**src/rtl/eq_pkg.sv**
```systemverilog
// Shared definitions for the three-band equalizer coefficient scheduler.
// Holds bank geometry, the unity coefficient, the coefficient and band
// enumerations, the scheduler state type and the bank-index helper.
package eq_pkg;

    localparam int NUM_COEF       = 15;
    localparam int COEFS_PER_BAND = 5;

    typedef logic signed [15:0] coef_t;

    // Q2.14 unity gain. With b0 = 1 and all other taps at 0, a biquad is a wire.
    localparam coef_t COEF_UNITY = 16'sh4000;

    typedef enum logic [2:0] {B0, B1, B2, A1, A2} coef_sel_e;
    typedef enum logic [1:0] {LOW, MID, HIGH} band_e;
    typedef enum logic {IDLE, PENDING} sched_state_e;

    // Flat bank index of one coefficient: band*5 + coef.
    function automatic logic [3:0] coef_idx(band_e band, coef_sel_e sel);
        return 4'(int'(band) * COEFS_PER_BAND + int'(sel));
    endfunction

    // Reset value of one bank entry: b0 of every band is unity, the rest 0.
    function automatic coef_t coef_default(int idx);
        return ((idx % COEFS_PER_BAND) == 0) ? COEF_UNITY : coef_t'(0);
    endfunction

endpackage

```
**src/rtl/lr_edge_detect.sv**
```systemverilog
// Sample-boundary detector for the left/right select.
// Ports:
//   clk, reset : system clock, synchronous active-high reset
//   l_r_clk    : left/right select (any edge starts a new sample)
//   edge_det   : high in any cycle where l_r_clk differs from last cycle's value
module lr_edge_detect (
    input  logic clk,
    input  logic reset,
    input  logic l_r_clk,
    output logic edge_det
);

    logic l_r_clk_prev_q;
    logic l_r_clk_prev_d;

    always_comb begin
        l_r_clk_prev_d = l_r_clk;
        // Rising and falling edges both mark a new sample.
        edge_det       = (l_r_clk != l_r_clk_prev_q);
    end

    always_ff @(posedge clk) begin
        if (reset) begin
            l_r_clk_prev_q <= 1'b0;
        end else begin
            l_r_clk_prev_q <= l_r_clk_prev_d;
        end
    end

endmodule

```
**src/rtl/eq_coeff_scheduler.sv**
```systemverilog
// Coefficient controller for the cascaded three-band biquad equalizer.
// MCU writes fill a shadow bank; a commit arms a swap that copies the whole
// shadow bank into the active bank on the next l_r_clk edge, so a filter never
// sees a sample with mixed old/new coefficients.
// Optional feature macro: EQ_COEFF_READBACK_EN adds rd_addr/rd_data, a
// registered (1-cycle) readback of the active bank.
// Ports:
//   clk, reset            : system clock, synchronous active-high reset
//   l_r_clk               : left/right select, each edge is a sample boundary
//   wr_valid/wr_ready     : write handshake, wr_addr = band*5 + coef, wr_data Q2.14
//   commit                : one-cycle swap request
//   pending               : swap armed, waiting for an l_r_clk edge
//   swap_done             : one-cycle pulse the cycle after the active bank updates
//   addr_err              : one-cycle pulse after a write to an address >= 15 is accepted
//   low_*/mid_*/high_*    : active-bank coefficients
//   rd_addr/rd_data       : (EQ_COEFF_READBACK_EN only) active-bank readback
module eq_coeff_scheduler
    import eq_pkg::*;
#(
    parameter int NUM_COEF = 15,
    parameter int COEF_W   = 16
) (
    input  logic              clk,
    input  logic              reset,
    input  logic              l_r_clk,
    input  logic              wr_valid,
    output logic              wr_ready,
    input  logic [3:0]        wr_addr,
    input  logic [COEF_W-1:0] wr_data,
    input  logic              commit,
    output logic              pending,
    output logic              swap_done,
    output logic              addr_err,
    output logic [COEF_W-1:0] low_b0,
    output logic [COEF_W-1:0] low_b1,
    output logic [COEF_W-1:0] low_b2,
    output logic [COEF_W-1:0] low_a1,
    output logic [COEF_W-1:0] low_a2,
    output logic [COEF_W-1:0] mid_b0,
    output logic [COEF_W-1:0] mid_b1,
    output logic [COEF_W-1:0] mid_b2,
    output logic [COEF_W-1:0] mid_a1,
    output logic [COEF_W-1:0] mid_a2,
    output logic [COEF_W-1:0] high_b0,
    output logic [COEF_W-1:0] high_b1,
    output logic [COEF_W-1:0] high_b2,
    output logic [COEF_W-1:0] high_a1,
    output logic [COEF_W-1:0] high_a2
`ifdef EQ_COEFF_READBACK_EN
    ,
    input  logic [3:0]        rd_addr,
    output logic [COEF_W-1:0] rd_data
`endif
);

    sched_state_e state_q, state_d;
    logic signed [COEF_W-1:0] shadow_q [NUM_COEF];
    logic signed [COEF_W-1:0] shadow_d [NUM_COEF];
    logic signed [COEF_W-1:0] active_q [NUM_COEF];
    logic signed [COEF_W-1:0] active_d [NUM_COEF];
    logic swap_done_q, swap_done_d;
    logic addr_err_q,  addr_err_d;
    logic edge_det;

    lr_edge_detect u_edge (
        .clk      (clk),
        .reset    (reset),
        .l_r_clk  (l_r_clk),
        .edge_det (edge_det)
    );

    always_comb begin
        state_d     = state_q;
        shadow_d    = shadow_q;
        active_d    = active_q;
        swap_done_d = 1'b0;
        addr_err_d  = 1'b0;
        wr_ready    = (state_q == IDLE);
        pending     = (state_q == PENDING);
        case (state_q)
            IDLE: begin
                // A write and a commit in the same cycle both take effect: the
                // write lands in shadow now and the later swap copies it.
                if (wr_valid) begin
                    if (wr_addr < 4'(NUM_COEF)) begin
                        shadow_d[wr_addr] = wr_data;
                    end else begin
                        addr_err_d = 1'b1;
                    end
                end
                // An edge in the commit cycle is not used; the swap waits for
                // the next boundary so it always starts on a fresh sample.
                if (commit) begin
                    state_d = PENDING;
                end
            end
            PENDING: begin
                if (edge_det) begin
                    active_d    = shadow_q;
                    state_d     = IDLE;
                    swap_done_d = 1'b1;
                end
            end
            default: state_d = IDLE;
        endcase
    end

    always_ff @(posedge clk) begin
        if (reset) begin
            state_q     <= IDLE;
            swap_done_q <= 1'b0;
            addr_err_q  <= 1'b0;
            for (int i = 0; i < NUM_COEF; i++) begin
                shadow_q[i] <= coef_default(i);
                active_q[i] <= coef_default(i);
            end
        end else begin
            state_q     <= state_d;
            swap_done_q <= swap_done_d;
            addr_err_q  <= addr_err_d;
            shadow_q    <= shadow_d;
            active_q    <= active_d;
        end
    end

    assign swap_done = swap_done_q;
    assign addr_err  = addr_err_q;

    assign low_b0  = active_q[coef_idx(LOW,  B0)];
    assign low_b1  = active_q[coef_idx(LOW,  B1)];
    assign low_b2  = active_q[coef_idx(LOW,  B2)];
    assign low_a1  = active_q[coef_idx(LOW,  A1)];
    assign low_a2  = active_q[coef_idx(LOW,  A2)];
    assign mid_b0  = active_q[coef_idx(MID,  B0)];
    assign mid_b1  = active_q[coef_idx(MID,  B1)];
    assign mid_b2  = active_q[coef_idx(MID,  B2)];
    assign mid_a1  = active_q[coef_idx(MID,  A1)];
    assign mid_a2  = active_q[coef_idx(MID,  A2)];
    assign high_b0 = active_q[coef_idx(HIGH, B0)];
    assign high_b1 = active_q[coef_idx(HIGH, B1)];
    assign high_b2 = active_q[coef_idx(HIGH, B2)];
    assign high_a1 = active_q[coef_idx(HIGH, A1)];
    assign high_a2 = active_q[coef_idx(HIGH, A2)];

`ifdef EQ_COEFF_READBACK_EN
    logic [COEF_W-1:0] rd_data_q, rd_data_d;

    always_comb begin
        rd_data_d = '0;
        if (rd_addr < 4'(NUM_COEF)) begin
            rd_data_d = active_q[rd_addr];
        end
    end

    always_ff @(posedge clk) begin
        if (reset) begin
            rd_data_q <= '0;
        end else begin
            rd_data_q <= rd_data_d;
        end
    end

    assign rd_data = rd_data_q;
`endif

endmodule
```
**config.mk**
```make
export PLATFORM = sky130hd
export DESIGN_NAME = eq_coeff_scheduler
export DESIGN_NICKNAME = d
export VERILOG_FILES = /design/src/rtl/eq_pkg.sv /design/src/rtl/lr_edge_detect.sv /design/src/rtl/eq_coeff_scheduler.sv
export SDC_FILE = /design/constraint.sdc
export NUM_CORES = 1
export LEC_CHECK = 0
export CORE_UTILIZATION = 55
export CTS_BUF_LIST = sky130_fd_sc_hd__clkbuf_4 sky130_fd_sc_hd__clkbuf_8
export CTS_CLUSTER_SIZE = 40
export DETAILED_ROUTE_END_ITERATION = 8
export GPL_ROUTABILITY_DRIVEN = 0
export PLACE_DENSITY = 0.82
export RECOVER_POWER = 25
export SYNTH_ARGS = -nofsm -noshare
export SYNTH_HDL_FRONTEND = slang
export SYNTH_HIERARCHICAL = 1
export SYNTH_SLANG_ARGS = --single-unit
```
**constraint.sdc**
```tcl
create_clock -name clk -period 2.2 [get_ports clk]
set_clock_uncertainty 0.05 [all_clocks]
set_input_delay 0.66 -clock clk [delete_from_list [all_inputs] [get_ports clk]]
set_output_delay 0.66 -clock clk [all_outputs]
set_load 0.05 [all_outputs]
```
==> summary.md, run 1 <==
| Metric | Value |
|---|---|
| Sequential share of the synthesized area | `0.5843` |
| First-pass GRT wire length | `roughly 66 mm` |
| CP endpoint kind | `output port` |
| Vias/cell | `between 5 and 6` |
| Pins Over Slew Limit | `0` |
| CTS Buffer Depth | `3` |
| Top-area cell type share of the netlist area | `0.5843` |
| Die Area | `between 30000 and 40000 µm²` |
| Vias after detailed routing | `~12000` |
| Outcome | `finished, final reports clean` |
| Htree depth | `3` |
| Synth Area in Simple Gates | `0.1105` |
| Hold WS | `0.4102 ns` |
| Vias in the first global route | `11561` |
| Util after Layout | `0.7116` |
| CTS tree | `done` |
| CORE AREA | `between 20000 and 30000 µm²` |
| Post-CTS setup repair buffer count | `0` |
| CTS Buf Count | `75` |
| Hold_buf cts | `0` |
| Final cycle utilization of the critical path | `0.9794` |
| Latest clock arrival within the worst-skew pair | `around 0.57 ns` |
| Routed Wire Length | `roughly 43 mm` |
| Inst Count DP | `a little under 2000` |
| Synth area leader | `dfxtp_1` |
| Fin nets | `1688` |
| Endpoints failing setup | `0` |
| Top reg by flops | `shadow_q` |
| Area contributors post-synth | `dfxtp_1 (58%), mux2i_1 (14%), a22o_1 (13%)` |
| #FFs+latches synth | `approximately 480` |
| WP data arrival | `1.44 ns` |
| Min Tclk post-route | `about 2.2 ns` |
| DIE WIDTH | `175.6 µm` |
| Area share of xor/xnor cells in the synthesized design | `0.0005281` |
| Post-synthesis adder-cell area fraction | `0` |
| Antenna Violating Nets Remaining | `0` |
| Largest family of logic cells by synthesized area | `multiplexers` |
| I/O pins | `269` |
| Synth-to-layout area growth | `27.18%` |
| Crit path max-delay cell type | `dlygate4sd2_1` |
| Pin count of the biggest net entering global routing | `a little over 90` |
| Achievable Freq | `roughly 460 MHz` |
| DP Wirelength | `26.23 mm` |
| Initial antenna violation count | `4` |
| Worst vdd ir | `around 0.00054 V` |
| IO buf count | `between 200 and 300` |
| Grt total ovfl | `0` |
| RSZ-0062 raised after global routing | `no` |
| Layout cell share with drive strength beyond 1 | `0.2040` |
| # Max-Cap Violations | `0` |
| Worst Hold Class | `flop to flop` |
| Total Power | `17.49 mW` |
| Detailed-router iteration count before antenna repair | `5` |
| Clock root buffer | `clkbuf_8` |
| Syn nets | `1401` |
| Pleak | `between 9 and 10 nW` |
| Avg Inst Size Synth | `between 10 and 15 µm²` |
| Fillers | `between 2000 and 2500` |
| CP Cell Sequence | `dlygate4sd2_1` |
| Post-synthesis compound-gate area fraction | `0.1271` |
| Final worst slack | `around 0.045 ns` |
| Chip height | `175.6 µm` |
| Iteration-0 DRC Markers | `approximately 850` |
| Slew of the pin with the lowest slew margin | `roughly 1.3 ns` |
| Synth Instances | `about 1400` |
| Pwr Density | `just over 800 nW/µm²` |
| Max FFs per register | `240` |
| Clock-pin slew on the worst setup and hold paths | `~0.06 ns` |
| Worst EP required | `roughly 1.5 ns` |
| Top Family by Delay on Critical Path | `buffers and inverters` |
| Initial Util | `0.5595` |
| Crit start category | `flop` |
| Most common cell after layout, fill and taps aside | `dfxtp_1` |
| Cell Rows | `63` |
| CP Buf/Inv Count | `1` |
| Hold Vio Cnt, Final | `0` |
| Most frequent cells in the layout | `dfxtp_1 (483), nand2b_1 (254), mux2i_1 (240), a22o_1 (237), buf_4 (160)` |
| Worst Path Max Fanout | `2` |
| Drt wl/cell | `20.24 µm` |
| Yosys warnings | `6` |
| Peak per-stage delay on the critical path | `0.53 ns` |
| Pre-CTS WS | `-0.4009 ns` |
| DR DRC count | `0` |
| Finished Layout Cells | `approximately 2100` |
| Worst slew margin | `0.1201` |
| Sink Count | `slightly below 500` |
| Post-synthesis mux area share | `0.1449` |
| Yosys cell types | `24` |
| Synth Cell Area | `16580 µm²` |
| Crit Path Category | `flop to output port` |
| GRT Total Usage | `0.2754` |
[final timing paths]
path,start,to,slack (ns),cells past startpoint
setup / recovery,low_a2[0]$_SDFFE_PP0P_,low_a2[0],0.05,1
hold / removal,shadow_q[90]$_SDFFE_PP0P_,mid_a2[10]$_SDFFE_PP0P_,0.41,1
setup reg to reg,pending$_SDFF_PP0_,shadow_q[189]$_SDFFE_PP0P_,0.39,5
hold reg to reg,shadow_q[90]$_SDFFE_PP0P_,mid_a2[10]$_SDFFE_PP0P_,0.41,1
[worst register-to-register path: cells and delay by family, from the launching register on]
family,cells,cell delay (ns)
buffers and inverters,2,0.68
multiplexers,1,0.18
AND/OR/NAND/NOR,2,0.38
flip-flops,1,0.38
[metrics by stage]
| stage | TNS [ns] | cell area (µm²) |
|---|---|---|
| 4_1_cts | 0 | 21220 |
| 3_5_place_dp | -102.02 | 19730 |
| 3_3_place_gp | -89.73 | 19730 |
| 6_report | 0 | 21090 |
| 5_1_grt | 0 | 21090 |
| 2_1_floorplan | 0 | 16580 |
[where the power goes]
part | total [mW] | leakage [nW] | internal (mW) | switching [mW]
combinational | 0.828 | 5.23 | 0.299 | 0.529
clock | 7.80 | 0.854 | 4.47 | 3.33
sequential | 8.87 | 3.90 | 8.83 | 0.0391
[area by class of cell]
cell class | count | area (µm²) | area share
Timing Repair Buffer | 330 | 2930 | 0.1389
Antenna cell | 4 | 10.01 | 0.0004746
Clock buffer | 121 | 1559 | 0.07392
Inverter | 2 | 12.51 | 0.0005933
Multi-Input combinational cell | 770 | 6350 | 0.3011
Clock inverter | 9 | 50.05 | 0.002373
Tap cell | 390 | 488.0 | 0.02314
Sequential cell | 484 | 9691 | 0.4595
[what timing repair did]
action / CTS / global route
endpoints found under the setup margin: 113 / 68
pin swaps: 0 / 0
resized for setup: 125 / 75
[cell families after synthesis]
logic type             Yosys count
multiplexers                   240
AO/OA/AOI/OAI                  241
buffers and inverters          122
flip-flops                     484
AND/OR/NAND/NOR                288
XOR/XNOR                         1
[synthesized netlist by cell type]
library cell / count
nor2b_1: 3
dfxtp_1: 484
clkbuf_1: 72
a21oi_1: 1
or2_2: 1
nand3_4: 1
xor2_1: 1
o22a_1: 3
buf_4: 5
nand2_1: 3
nand3_2: 2
nor4b_4: 1
and2_1: 2
buf_6: 2
nand2_4: 1
nor2_1: 7
nand2b_1: 254
nor4bb_1: 2
nand2_2: 9
inv_1: 2
mux2i_1: 240
a22o_1: 237
buf_2: 41
and4b_1: 2
[routing by layer]
layer	global-route usage	routed length, µm	vias to the layer above
li1	-	-	5430
met3	0.05152	2160	75
met4	0.1069	1152	0
met2	0.4455	20500	362
met5	0	0	-
met1	0.3644	18900	5739
(Power assumes the default switching activity.)
==> run 2: changes to the inputs <==
- CELL_PAD_IN_SITES_DETAIL_PLACEMENT: not set -> 1
- CELL_PAD_IN_SITES_GLOBAL_PLACEMENT: not set -> 1
- CORE_UTILIZATION: 55 -> 44
==> run 2 against run 1 <==
  * Via count increased by 2.4%
  * Sequential power hardly changed
  * Non-clock buffer count grew 18
  * Critical path depth did not move
==> summary.md, run 2 (synthesized netlist as in run 1, its figures left out) <==
| Metric | Value |
|---|---|
| Final cycle utilization of the critical path | `0.9748` |
| Pleak | `10.01 nW` |
| DP Wirelength | `between 30 and 40 mm` |
| Iteration-0 DRC Markers | `480` |
| Fin area | `around 21000 µm²` |
| CTS Buf Count | `80` |
| Clk pwr share | `0.453` |
| Total Power | `roughly 18 mW` |
| Cell Rows | `70` |
| IO buf count | `between 200 and 300` |
| Synth-to-layout area growth | `29.55%` |
| Most common cell after layout, fill and taps aside | `dfxtp_1` |
| Vias after detailed routing | `between 10000 and 15000` |
| Crit path max-delay cell type | `dlygate4sd2_1` |
| Net Switching | `4.071 mW` |
| Outcome | `finished, final reports clean` |
| Die Area | `between 30000 and 40000 µm²` |
| Latest clock arrival within the worst-skew pair | `approximately 0.62 ns` |
| Fin nets | `1711` |
| CP Cell Sequence | `dlygate4sd2_1` |
| Worst Hold Class | `input port to flop` |
| Detailed-router iteration count before antenna repair | `4` |
| Chip height | `about 200 µm` |
| Vias/cell | `approximately 5.3` |
| Drt wl/cell | `around 22 µm` |
| CP Buf/Inv Count | `1` |
| Grt total ovfl | `0` |
| WP data arrival | `about 1.4 ns` |
| Initial antenna violation count | `3` |
| Sw Share | `0.2274` |
| Pwr Density | `about 830 nW/µm²` |
| Max FFs per register | `240` |
| CORE AREA | `about 37000 µm²` |
| I/O pins | `269` |
| Combinational share of power | `0.052` |
| Crit Path Category | `flop to output port` |
| Achievable Freq | `roughly 470 MHz` |
| Pint | `about 14 mW` |
| Layout cell share with drive strength beyond 1 | `0.2658` |
| Clock root buffer | `clkbuf_8` |
| Worst Path Max Fanout | `1` |
| Sequential power share | `0.496` |
| Endpoints failing setup | `0` |
| Sink Count | `484` |
| CP endpoint kind | `output port` |
| Min Tclk post-route | `approximately 2.1 ns` |
| Clock-pin slew on the worst setup and hold paths | `around 0.060 ns` |
| DIE WIDTH | `between 150 and 200 µm` |
| Total Neg Setup Slack | `0 ns` |
| Htree depth | `3` |
| Util after Layout | `0.5826` |
| Top reg by flops | `shadow_q` |
| Placed Area | `between 20000 and 25000 µm²` |
| Pins Over Slew Limit | `0` |
| Initial Util | `0.4497` |
| Worst slew margin | `0.4326` |
| Worst EP required | `between 1 and 1.5 ns` |
| Most frequent cells in the layout | `dfxtp_1 (483), nand2b_1 (254), mux2i_1 (240), a22o_1 (237), buf_4 (207)` |
| Hold Vio Cnt, Final | `0` |
| CTS tree | `done` |
| Fillers | `around 3800` |
| First-pass GRT wire length | `about 75 mm` |
| DR DRC count | `0` |
| # Max-Cap Violations | `0` |
| Antenna Violating Nets Remaining | `0` |
| RSZ-0062 raised after global routing | `no` |
| Worst vdd ir | `0.0005902 V` |
| Vias in the first global route | `about 13000` |
| Top Family by Delay on Critical Path | `buffers and inverters` |
| GRT Total Usage | `0.2590` |
| CTS Buffer Depth | `3` |
| R2R Setup Slk | `roughly 0.35 ns` |
| Slew of the pin with the lowest slew margin | `about 0.85 ns` |
| Peak per-stage delay on the critical path | `around 0.52 ns` |
| Routed Wire Length | `between 50 and 60 mm` |
| Pin count of the biggest net entering global routing | `88` |
| Crit start category | `flop` |
[run 2: cell types whose count changed in the layout (fill, tap and decap cells not counted), moves of 7 or more]
cell,change
dlygate4sd2_1,-37
clkdlybuf4s15_2,+46
clkbuf_4,+7
buf_12,+11
clkdlybuf4s15_1,-57
buf_4,+47
clkbuf_2,+10
[run 2: final timing paths]
check / cells after the start / from / endpoint
max: 1 / swap_done$_SDFF_PP0_ / swap_done
min: 3 / reset / shadow_q[158]$_SDFFE_PP1P_
max reg2reg: 5 / pending$_SDFF_PP0_ / shadow_q[137]$_SDFFE_PP0P_
min reg2reg: 1 / shadow_q[109]$_SDFFE_PP0P_ / mid_a1[13]$_SDFFE_PP0P_
[run 2: stage by stage]
stage | std cells | hold WS, ns | setup slack [ns]
6_report | 2249 | 0.3568 | 0.05548
3_3_place_gp | 2109 | 0.3986 | -0.3684
3_5_place_dp | 2109 | 0.4054 | -0.4196
5_1_grt | 2248 | 0.3617 | 0.002162
4_1_cts | 2247 | 0.3075 | 0.00003897
2_1_floorplan | 1376 | 0.3872 | 0.2107
[run 2: power by group through the flow]
stage / Sequential (mW) / Combinational [mW] / Clock [mW]
floorplan: 9.09 / 0.447 / 0
global placement: 9.05 / 0.936 / 0
detailed placement: 9.06 / 0.953 / 0
CTS: 8.87 / 0.956 / 8.27
global route: 8.87 / 0.967 / 8.68
finish: 8.87 / 0.927 / 8.10
[run 2: layer usage]
layer  share of wire  up-vias  wire (µm)  global-route usage
met5               0        -          0                   0
met4           0.027        0       1367              0.1013
met3           0.044       87       2209             0.04573
met2            0.50      319      25030              0.4520
met1            0.43     5998      21390              0.3163
li1                -     5477          -                   -
[run 2: area by class of cell]
| class | count | area (µm²) | share of cell area |
|---|---|---|---|
| multi-input combinational | 770 | 6325 | 0.2944 |
| timing repair buffer | 348 | 3152 | 0.1467 |
| clock buffer | 128 | 1580 | 0.07356 |
| sequential | 484 | 9693 | 0.4512 |
| tap | 504 | 630.6 | 0.02935 |
| antenna | 3 | 7.507 | 0.0003494 |
| inverter | 2 | 12.51 | 0.0005824 |
| clock inverter | 10 | 82.58 | 0.003844 |
[run 2: what timing repair did]
action / in CTS / in global routing
hold buffers: 0 / 0
setup endpoints to repair: 71 / 21
setup buffers: 0 / 0
resized for setup: 189 / 20
[run 2: tightest hold or removal path, cell delays in order]
cell and delay, ns:
buf_6 0.14, nor2_1 0.10, mux2i_1 0.07
==> run 3: changes to the inputs <==
- CORE_UTILIZATION: 44 -> 42
- CTS_BUF_LIST: sky130_fd_sc_hd__clkbuf_4 sky130_fd_sc_hd__clkbuf_8 -> sky130_fd_sc_hd__clkbuf_16
- PLACE_DENSITY: 0.82 -> 0.79
- SKIP_CTS_REPAIR_TIMING: not set -> 1
==> run 3 against run 2 <==
  * Routed wire length up 0.51%
  * Utilization down 2.3 points
  * Sequential power about the same
  * Critical path depth up 2
  * Clock power about the same
  * Clock-buffer cell count down 77
  * Cell area up 1.1%
  * Combinational power up 3.1%
  * Flip-flop and latch count unchanged
  * First-iteration DRC count down 2.3%
  * Total power up 0.19%
  * Cell count down 1.5%
  * Highest routed layer unchanged
==> summary.md, run 3 (synthesized netlist as in run 1, its figures left out) <==
| Metric | Value |
|---|---|
| Outcome | `finished, final reports clean` |
| WHS Endpoint | `u_edge/l_r_clk_prev_q$_SDFF_PP0_` |
| Routing usage on met3 | `0.05016` |
| Total Power | `about 18 mW` |
| Worst vdd ir | `around 0.00058 V` |
| Worst path most repeated cell | `buf_4` |
| First-pass GRT wire length | `roughly 76 mm` |
| Detailed-router iteration count before antenna repair | `4` |
| CTS Buf Count | `just under 50` |
| # Max-Cap Violations | `0` |
| Worst r2r src | `pending$_SDFF_PP0_` |
| Worst Hold Class | `input port to flop` |
| CTS Buffer Depth | `3` |
| Drt wl/cell | `22.69 µm` |
| Min Tclk post-route | `between 2 and 2.5 ns` |
| DP Wirelength | `roughly 32 mm` |
| Routed Wire Length | `between 50 and 60 mm` |
| CORE AREA | `slightly below 40000 µm²` |
| Die Area | `a little over 40000 µm²` |
| DIE WIDTH | `around 200 µm` |
| Slew of the pin with the lowest slew margin | `0.6540 ns` |
| Antenna Violating Nets Remaining | `0` |
| Pins Over Slew Limit | `0` |
| Layout cell share with drive strength beyond 1 | `0.1966` |
| Cell Rows | `just over 70` |
| Vias after detailed routing | `roughly 12000` |
| R2R Setup Slk | `0.31 ns` |
| Pin count of the biggest net entering global routing | `approximately 140` |
| Top reg by flops | `shadow_q` |
| Crit start category | `flop` |
| Latest clock arrival within the worst-skew pair | `0.59 ns` |
| Synth-to-layout area growth | `30.95%` |
| WHS Path Cells | `2` |
| Crit Path Category | `flop to output port` |
| Worst EP required | `~1.5 ns` |
| Worst slew margin | `0.5640` |
| Reg2Reg Depth | `5` |
| Most common cell after layout, fill and taps aside | `dfxtp_1` |
| Chip height | `between 200 and 250 µm` |
| Endpoints failing setup | `0` |
| Crit path max-delay cell type | `dfxtp_2` |
| Peak per-stage delay on the critical path | `0.39 ns` |
| IO buf count | `268` |
| GRT Total Usage | `0.2455` |
| Reg2reg end | `shadow_q[235]$_SDFFE_PP0P_` |
| M2 GR Usage | `0.4241` |
| DR DRC count | `0` |
| CP endpoint kind | `output port` |
| Max FFs per register | `between 200 and 250` |
| Iteration-0 DRC Markers | `about 470` |
| I/O pins | `~270` |
| Initial Util | `0.4271` |
| Pwr Density | `roughly 830 nW/µm²` |
| Sink Count | `between 400 and 500` |
| Final cycle utilization of the critical path | `0.9730` |
| Total Neg Setup Slack | `0 ns` |
| Fin nets | `1682` |
| Achievable Freq | `roughly 470 MHz` |
| CP Cell Sequence | `buf_4 > inv_1 > buf_4` |
| RSZ-0062 raised after global routing | `no` |
| CTS tree | `done` |
| Clock root buffer | `clkbuf_16` |
| Vias/cell | `about 5.3` |
| Util after Layout | `0.5593` |
| Hold_sp | `reset` |
| Clock-pin slew on the worst setup and hold paths | `approximately 0.060 ns` |
| Most frequent cells in the layout | `dfxtp_1 (483), nand2b_1 (254), mux2i_1 (240), a22o_1 (237), buf_4 (181)` |
| Vias in the first global route | `between 10000 and 15000` |
| Initial antenna violation count | `2` |
| Grt total ovfl | `0` |
| Grt met1 use | `0.3023` |
| Htree depth | `2` |
| Hold Vio Cnt, Final | `0` |
| Worst Path Max Fanout | `6` |
| WP data arrival | `1.43 ns` |
| Pleak | `11.31 nW` |
| Gr busiest metal | `met2` |
run 3: stage by stage:
stage	setup slack (ns)	area [µm²]	cells	hold WS, ns
floorplan	0.2107	16580	1376	0.3872
global placement	-0.3519	20150	2124	0.3971
detailed placement	-0.4079	20150	2124	0.4047
CTS	-0.3354	21710	2212	0.3494
global route	0.01209	21710	2213	0.3642
finish	0.05946	21720	2215	0.3766
run 3: layout make-up:
class | instances | area, µm²
Antenna cell | 3 | 7.507
Clock buffer | 51 | 1276
Fill cell | 3927 | 17110
Clock inverter | 37 | 280.3
Timing Repair Buffer | 350 | 3458
Sequential cell | 484 | 9691
Inverter | 2 | 12.51
Multi-Input combinational cell | 770 | 6342
Tap cell | 518 | 648.1
run 3: how the worst max path moves through the flow:
stage | slack [ns] | cells past startpoint | from | end
2_1_floorplan | 0.21 | 6 | pending$_SDFF_PP0_ | shadow_q[10]$_SDFFE_PP0P_
3_3_place_gp | -0.35 | 7 | l_r_clk | high_b0[7]$_SDFFE_PP0P_
3_5_place_dp | -0.41 | 7 | l_r_clk | high_a2[0]$_SDFFE_PP0P_
4_1_cts | -0.34 | 1 | high_a2[7]$_SDFFE_PP0P_ | high_a2[7]
5_1_grt | 0.01 | 3 | pending$_SDFF_PP0_ | wr_ready
6_report | 0.06 | 3 | pending$_SDFF_PP0_ | wr_ready
run 3: per-layer routing:
| layer | vias up | routed length [µm] |
|---|---|---|
| met1 | 5923 | 21300 |
| met4 | 0 | 1438 |
| li1 | 5408 | - |
| met2 | 252 | 25050 |
| met5 | - | 0 |
| met3 | 81 | 2468 |
run 3: worst max-delay path: cells and delay by family (launching register included):
kind,cells,cell delay [ns]
buf+inv,3,0.45
flops,1,0.39
run 3: power by group:
| part | leakage (nW) | switching (mW) | internal (mW) |
|---|---|---|---|
| Combinational | 6.62 | 0.577 | 0.379 |
| Clock | 0.785 | 3.46 | 4.65 |
| Sequential | 3.90 | 0.0386 | 8.82 |
| Total | 11.3 | 4.08 | 13.9 |
